$ cat src/rtl/cnt_pkg.sv
// Package: cnt_pkg
// Shared definitions for the modulo counter family.
//   cnt_width(modulo) : register width needed to hold 0..modulo-1, never below 1.
// Assertion macros (simulation only, used inside the counter modules):
//   CNT_ASSERT_IN_RANGE(label, clk, sig, lim)  : sig < lim on every rising edge.
//   CNT_ASSERT_HOLD(label, clk, rst, ce, sig)  : sig unchanged after an edge with rst=0, ce=0.
//   CNT_ASSERT_RESET(label, clk, rst, sig)     : sig == 0 one edge after rst=1.

`define CNT_ASSERT_IN_RANGE(label, clk, sig, lim) \
  label: assert property (@(posedge clk) (32'(sig) < (lim))) \
    else $error("counter value out of range");

`define CNT_ASSERT_HOLD(label, clk, rst, ce, sig) \
  label: assert property (@(posedge clk) (!(rst) && !(ce)) |=> $stable(sig)) \
    else $error("counter changed while not enabled");

`define CNT_ASSERT_RESET(label, clk, rst, sig) \
  label: assert property (@(posedge clk) (rst) |=> ((sig) == '0)) \
    else $error("counter not zero after reset");

package cnt_pkg;

  // $clog2 returns 0 for modulo <= 1; clamp so the register is at least one bit.
  function automatic int unsigned cnt_width(input int unsigned modulo);
    int unsigned w;
    w = $clog2(modulo);
    if (w < 1) begin
      w = 1;
    end
    return w;
  endfunction

endpackage

$ cat src/rtl/cnt_mod_n.sv
// Module: cnt_mod_n
// Synchronous up-counter modulo MODULO (0,1,...,MODULO-1,0,...), advancing
// only while ce is high. Provides terminal-count and wrap flags so counters
// can be cascaded (wrap of one stage feeds ce of the next).
// Parameters:
//   MODULO : number of states, must be >= 2
//   WIDTH  : derived register width, not overridable
// Ports:
//   clk  : clock, rising edge
//   rst  : synchronous active-high reset, wins over ce
//   ce   : count enable, active-high
//   out  : registered count, 0..MODULO-1
//   tc   : high while out == MODULO-1 (combinational)
//   wrap : ce & tc, high in the cycle whose next edge returns out to 0

module cnt_mod_n
  import cnt_pkg::*;
#(
  parameter  int unsigned MODULO = 7,
  localparam int unsigned WIDTH  = cnt_width(MODULO)
) (
  input  logic             clk,
  input  logic             rst,
  input  logic             ce,
  output logic [WIDTH-1:0] out,
  output logic             tc,
  output logic             wrap
);

  if (MODULO < 2) begin : g_bad_modulo
    $error("cnt_mod_n: MODULO must be at least 2");
  end

  // Terminal value compared explicitly so non-power-of-two moduli never
  // reach the unused codes; power-of-two moduli use the same compare.
  localparam logic [WIDTH-1:0] LAST = WIDTH'(MODULO - 1);

  // Power-up value keeps simulation defined before the first reset.
  logic [WIDTH-1:0] r_out = '0;
  logic             w_at_last;
  logic [WIDTH-1:0] w_next;

  assign w_at_last = (r_out == LAST);
  // out+1 cannot overflow WIDTH bits because out < MODULO-1 when it is taken.
  assign w_next    = w_at_last ? '0 : r_out + WIDTH'(1);

  always_ff @(posedge clk) begin
    if (rst) begin
      r_out <= '0;
    end else if (ce) begin
      r_out <= w_next;
    end
  end

  assign out  = r_out;
  assign tc   = w_at_last;
  assign wrap = ce & w_at_last;

`ifndef SYNTHESIS
  `CNT_ASSERT_IN_RANGE(a_range, clk, r_out, MODULO)
  `CNT_ASSERT_HOLD(a_hold, clk, rst, ce, r_out)
  `CNT_ASSERT_RESET(a_reset, clk, rst, r_out)
`endif

endmodule

$ cat config.mk
export PLATFORM = sky130hd
export DESIGN_NAME = cnt_mod_n
export DESIGN_NICKNAME = d
export VERILOG_FILES = /design/src/rtl/cnt_pkg.sv /design/src/rtl/cnt_mod_n.sv
export SDC_FILE = /design/constraint.sdc
export NUM_CORES = 1
export LEC_CHECK = 0
export ABC_AREA = 1
export ABC_CLOCK_PERIOD_IN_PS = 1400
export CAP_MARGIN = 20
export CORE_AREA = 4 4 41 43
export CTS_BUF_LIST = sky130_fd_sc_hd__clkbuf_8 sky130_fd_sc_hd__clkbuf_16
export DETAILED_ROUTE_END_ITERATION = 16
export DIE_AREA = 0 0 45 47
export PLACE_DENSITY = 0.34
export SYNTH_ARGS = -nofsm -noshare
export SYNTH_HDL_FRONTEND = slang
export SYNTH_SLANG_ARGS = --single-unit
$ cat constraint.sdc
create_clock -name clk -period 1.4 [get_ports clk]
set_input_delay 0.35 -clock clk [delete_from_list [all_inputs] [get_ports clk]]
set_output_delay 0.35 -clock clk [all_outputs]
set_load 0.1 [all_outputs]
* After elaboration in Yosys (flattened, before gate mapping)
Index checks and enable logic that the tools add are counted.
W data, S select, Z words.
** Word-level totals
- Input bits :: 3
- Word-level logic and storage cells :: 5
- Bits in registers :: 3
** Cells by class
- Eq/ne operators :: 1
- Add/sub/neg operators :: 1
- Multiplexer cells :: 1
- Bitwise gates (word level) :: 1
** Operator list (number)
- $add A3 B1 Y3 const B :: 1
- $eq A3 B3 Y1 const B :: 1
- $mux W3 :: 1
- $and A1 B1 Y1 :: 1

* Longest topological paths before layout
Gate-level depths: netlist (run 1).
- Word-level depth :: 2
- Depth in mapped cells :: 4
- Gate-level depth less buffers :: 4

* Worst setup path before layout (run 1)
OpenSTA, ideal clock, no wires.
- Kind :: reg2out
- From :: register r_out[1] (netlist: out[1])
- To :: output wrap
- Path buffers :: 0
- Data arrival time :: 3.266 ns
- Setup slack :: -2.216 ns
- Stages on the path, launching flop included :: 3
- Cells stage by stage :: dfxtp_1 > nand2_1 > nor3_1
** On the way
- Word-level cells in the longest chain between the ends :: 2
** Ends and longest elaborated chain
- from (decl) :: RTL line cnt_mod_n.sv:39 : logic [WIDTH-1:0] r_out = '0;
- from (signal assigned) :: RTL line cnt_mod_n.sv:51 : r_out <= w_next;
- $eq A3 B3 Y1 :: RTL line cnt_mod_n.sv:43 : assign w_at_last = (r_out == LAST);
- $and A1 B1 Y1 :: RTL line cnt_mod_n.sv:57 : assign wrap = ce & w_at_last;
- to (decl) :: RTL line cnt_mod_n.sv:27 : output logic wrap
No other way between the ends.

* Worst setup path in the final report (run 1)
Ends and elaborated chain as after synthesis.

==> metrics, run 1 <==
Nets=45; clock slew at reported path FFs=30 ps; unrepaired setup endpoints after global routing=true; status=finished clean; GRT Total Usage=5.06%; cell count along the critical path=3; Final Worst Setup Slack=35.6 ps; CP Max Fanout=3; Crit path max-delay family=flip-flops; Vias=186; max reg flops=3; Hold Path Class=reg -> reg; clk buf depth=2; DRC=0; antenna viol nets, final=0; post-synthesis register bit count=3; DR iter-0 viols=1; Final Critical Period=1360 ps; VDD IR-drop max=0.000562 V; area of the core=0.00130 mm^2; DP HPWL=328 um; Layout Area Growth over Synthesis=174%; routed length per instance=7.91 um; post-cts hold buffer count=0; GPL Wtd Cong=0.745; crit path DAT=1010 ps; Setup Skew=0.339 ps; reg2reg end=out[2]; Peak Freq=0.733 GHz; Pre-Repair DR Iteration Count=3; worst slack, placed=-306 ps; CP Cell Sequence=nand2_4 -> nor3_4 -> buf_12; met3 routed WL=6 um; Leak=0.196 nW; commonest non-fill, non-tap cell in the layout=nand2_1; first-pass GRT wire length=655 um; # rows=13; post-synthesis sequential area ratio=41.0%; CP Class=reg -> out; Final Cycle Share=97.5%; IO buf count=7; top routing layer in use=met3; Post-Syn Nets=28; WHS Endpoint=out[1]; WL final=443 um; Metal-1 WL=185 um; die area=0.00212 mm^2; pwr dens=1130 mW/mm^2; Antenna diodes=0; H-Tree Depth=1; Max Cap Viol=0; most frequent cells in the layout=7 x nand2_1, 5 x nor2_1, 5 x inv_1, 5 x buf_12, 5 x buf_4; largest net degree at the start of global routing=8; Max stage delay on crit path=350 ps; initial core utilization=11.2%; distinct cell type count after synthesis=7; Hold Crit Depth=3; reg2reg setup slack=480 ps; # fillers=153; Via density=3.32; clock latency on the worst-skew pair=210 ps; Die Width=45 um; Crit-path slowest cell=dfxtp_4; met2 WL post-DR=251 um; Post-Syn Instances=25; count of final hold-check violations=0; Post-Syn Area=146 um^2; Buf/Inv on CP=1; remaining global-route overflow=0; Least-Margin Pin Slew=181 ps; Root Driver=clkbuf_8; Reg area=71.3 um^2; Slew Limit Headroom=87.9%; R2R Path Start=out[1]; Crit. End Element=output port; vias in the first global route=174; CTS tree=built; Ports=8; initial antenna violation count=0; Worst EP required=1050 ps; Ys Warns=0; Worst setup SP type=flip-flop; Final setup viols=0; area of the multi-input gates=93.8 um^2; layout cell share with drive strength beyond 1=51.2%; # clock sinks=3; hold_sp=out[2]; Num CTS Buffers=3; Worst R2R Path Depth=5; syn_area_per_cell=5.86 um^2; die height=47 um; max-slew violations=0; TNS Setup=0 ps
[cell usage after synthesis]
library cell | n | area share, %
nor2_1 | 6 | 15
nand2_1 | 8 | 21
a21oi_1 | 1 | 3.4
nand3_1 | 1 | 3.4
nor3_1 | 1 | 3.4
dfxtp_1 | 3 | 41
inv_1 | 5 | 13
[per-layer routing]
layer | vias up | GRT usage (%)
met2 | 2 | 7.63
met4 | 0 | 8.77
li1 | 105 | -
met5 | - | 0
met3 | 0 | 2.30
met1 | 79 | 3.64
[area by class of cell]
| type | count | share of cell area (%) |
|---|---|---|
| timing repair buffer | 12 | 38.1 |
| multi-input combinational | 17 | 23.4 |
| sequential | 3 | 17.8 |
| clock buffer | 3 | 10.3 |
| inverter | 5 | 4.69 |
| tap | 15 | 4.69 |
| clock inverter | 1 | 0.938 |
[cell families after synthesis]
kind of cell           Yosys count  share of synthesized area (%)
flip-flops                       3                           41.0
buffers and inverters            5                           12.8
AND/OR/NAND/NOR                 16                           42.7
AO/OA/AOI/OAI                    1                           3.42
[how the worst max path moves through the flow]
stage          slack [ps]  endpoint  startpoint
2_1_floorplan        -390      wrap      out[1]
3_3_place_gp         -300      wrap          ce
3_5_place_dp         -310      wrap          ce
4_1_cts                10      wrap          ce
5_1_grt               -10      wrap      out[1]
6_report               40      wrap      out[1]
[what timing repair did]
item                       4_1_cts  5_1_grt
resized for setup                2        3
pin swaps                        1        2
buffers inserted                 1        2
setup endpoints to repair        1        1
[worst min-delay path, cell delays in order (launching register included)]
cell,delay (ps)
dfxtp_4,350
nor2_1,40
nor2_1,80
nor2_1,50
[metrics by stage]
step | std cells | cell area (um^2) | util (%) | total power, mW | hold WS [ps]
3_3_place_gp | 49 | 335 | 25.8 | 0.208 | 574
4_1_cts | 54 | 387 | 29.7 | 0.458 | 561
2_1_floorplan | 25 | 181 | - | 0.165 | 508
6_report | 56 | 400 | 30.8 | 0.451 | 560
3_5_place_dp | 49 | 335 | 25.8 | 0.208 | 572
5_1_grt | 56 | 400 | 30.8 | 0.481 | 606
[power by group]
group | internal (mW) | switching, mW
Combinational | 0.0423 | 0.0663
Clock | 0.186 | 0.0532
Sequential | 0.0909 | 0.0119
Total | 0.320 | 0.131
Power figures use the tool's default switching activity.
==> inputs of run 2 (changes only) <==
- ABC_AREA: 1 -> default
- PLACE_DENSITY: 0.34 -> 0.33
==> metrics, run 2 <==
Final setup viols=0 (unchanged); Ports=8 (unchanged); crit path DAT=1030 ps (+20 ps); top-area cell type share of the netlist area=46.6% (+5.6 points); layout cell share with drive strength beyond 1=60.7% (+9.5 points); Layout Area Growth over Synthesis=183%; async set-reset flop share out of synthesis=0% (unchanged); Die Width=45 um (unchanged); area of the core=0.00130 mm^2 (unchanged); Post-Syn Area=129 um^2 (-12%); top cells by area, synth=dfxtp_1 47%, a21oi_1 7.8%, o211a_1 7.8%; Crit-path slowest cell=dfxtp_4; Leak=0.166 nW (-15%); Num CTS Buffers=3 (unchanged); CP Class=reg -> out; Reg area=68.8 um^2 (-3.5%); pwr dens=1120 mW/mm^2 (-0.18%); Max stage delay on crit path=350 ps (about the same); post-synthesis sequential area ratio=46.6% (+5.6 points); Least-Margin Pin Slew=215 ps (+34.9 ps); Worst EP required=1050 ps (about the same); post-synth top area cell=dfxtp_1; GPL Wtd Cong=0.643 (-14%); Vias=162 (-13%); Ys Warns=0 (unchanged); DR iter-0 viols=1 (unchanged); status=finished clean; CP Max Fanout=3 (unchanged); count of final hold-check violations=0 (unchanged); initial core utilization=9.90% (-1.3 points); Max Cap Viol=0 (unchanged); clock slew at reported path FFs=30 ps (about the same); Pre-Repair DR Iteration Count=2 (-1); largest net degree at the start of global routing=9 (+1); most common cell in the netlist=dfxtp_1; post-cts hold buffer count=0 (unchanged); max-slew violations=0 (unchanged); Post-Syn Nets=17 (-39%); H-Tree Depth=1 (unchanged); # rows=13 (unchanged); Crit. End Element=output port; unrepaired setup endpoints after global routing=true; CTS tree=built; clk buf depth=2 (unchanged); clock latency on the worst-skew pair=210 ps (about the same); Post-Syn Instances=14 (-44%); Root Driver=clkbuf_8; DRC=0 (unchanged); # clock sinks=3 (unchanged); Worst R2R Path Depth=3 (-2); CP Cell Sequence=nand2_4 -> nor3b_4 -> buf_12; Worst setup SP type=flip-flop; final instance area=364 um^2 (-9.1%); Hold Crit Depth=2 (-1); area of the multi-input gates=90.1 um^2 (-4.0%); VDD IR-drop max=0.000574 V (+2.1%); Via density=3.77 (+13%); ys flop type=dfxtp_1; Final Critical Period=1380 ps (+13.6 ps); Nets=32 (-29%); Slew Limit Headroom=85.5% (-2.4 points); placed inst area=305 um^2 (-9.0%); commonest non-fill, non-tap cell in the layout=buf_12; Setup Skew=2.23 ps (+1.90 ps); post-synthesis register bit count=3 (unchanged); distinct cell type count after synthesis=11 (+4); die area=0.00212 mm^2 (unchanged); antenna viol nets, final=0 (unchanged); die height=47 um (unchanged); initial antenna violation count=0 (unchanged); routed length per instance=9.60 um (+21%); Antenna diodes=0 (unchanged); TNS Setup=0 ps (unchanged); remaining global-route overflow=0 (unchanged); DP HPWL=265 um (-19%); most frequent cells in the layout=5 x buf_12, 3 x clkbuf_8, 3 x buf_4; Hold Path Class=reg -> reg; # fillers=145 (-5.2%); EDFF count, synth=0 (unchanged); Final Cycle Share=98.4% (+0.97 points); commonest cells in the netlist=3 x dfxtp_1, 2 x a21oi_1; syn_area_per_cell=9.21 um^2 (+57%); vias in the first global route=162 (-6.9%); IO buf count=7 (unchanged); first-pass GRT wire length=662 um (+1.1%); GRT Total Usage=4.73% (-0.32 points); WL final=413 um (-6.8%); Peak Freq=0.726 GHz (-0.99%); max reg flops=3 (unchanged)
## run 2: stage by stage
stage / cells / setup WS [ps] / hold slack [ps] / util (%) / power [mW]
global route: 43 / -15.5 / 590 / 28.0 / 0.431
floorplan: 14 / -463 / 412 / - / 0.137
global placement: 37 / -203 / 507 / 23.5 / 0.170
finish: 43 / 22.1 / 565 / 28.0 / 0.409
CTS: 43 / 13.5 / 568 / 28.0 / 0.419
detailed placement: 37 / -202 / 516 / 23.5 / 0.170
## run 2: cells by family (layout without fill, tap and decap cells)
group / after synthesis / count (layout) / synth area share (%)
flops: 3 / 3 / 46.6
simple gates: 6 / 6 / 26.2
buf+inv: 0 / 14 / 0
compound gates: 5 / 5 / 27.2
## run 2: timing repair
item,CTS,global route
setup buffers,2,0
endpoints found under the setup margin,1,1
gates resized for setup,1,0
pin swaps,1,0
## run 2: final cells by class
type | instances | share of cell area, %
Timing Repair Buffer | 10 | 38.8
Multi-Input combinational cell | 11 | 24.7
Sequential cell | 3 | 18.9
Clock buffer | 3 | 11.3
Tap cell | 15 | 5.15
Clock inverter | 1 | 1.03
## run 2: worst paths after layout
path,from,endpoint,slack [ps]
max,out[2],wrap,20
max reg2reg,out[2],out[1],490
min reg2reg,out[0],out[0],560
min,out[0],out[0],560
## run 2: power breakdown
part           total, mW  internal (mW)  switching (mW)  leakage, nW
Combinational     0.0731         0.0300          0.0431        0.112
Clock              0.238          0.186          0.0523       0.0269
Sequential        0.0978         0.0887         0.00907       0.0264
Total              0.409          0.305           0.104        0.166
## run 2: worst max-delay path: cells and delay by family (launching register included)
| kind | cells | cell delay [ps] |
|---|---|---|
| AND/OR/NAND/NOR | 2 | 260 |
| flip-flops | 1 | 350 |
| buffers and inverters | 1 | 200 |
## run 2: per-layer routing
layer / up-vias / wire, um / global-route usage (%)
li1: 82 / - / -
met1: 75 / 172 / 4.75
met2: 5 / 209 / 6.78
met3: 0 / 31 / 1.15
met4: 0 / 0 / 7.02
met5: - / 0 / 0
==> inputs of run 3 (changes only) <==
- CAP_MARGIN: 20 -> 40
==> results of run 3 <==
Final layout, timing and power as in run 2 (identical DEF).
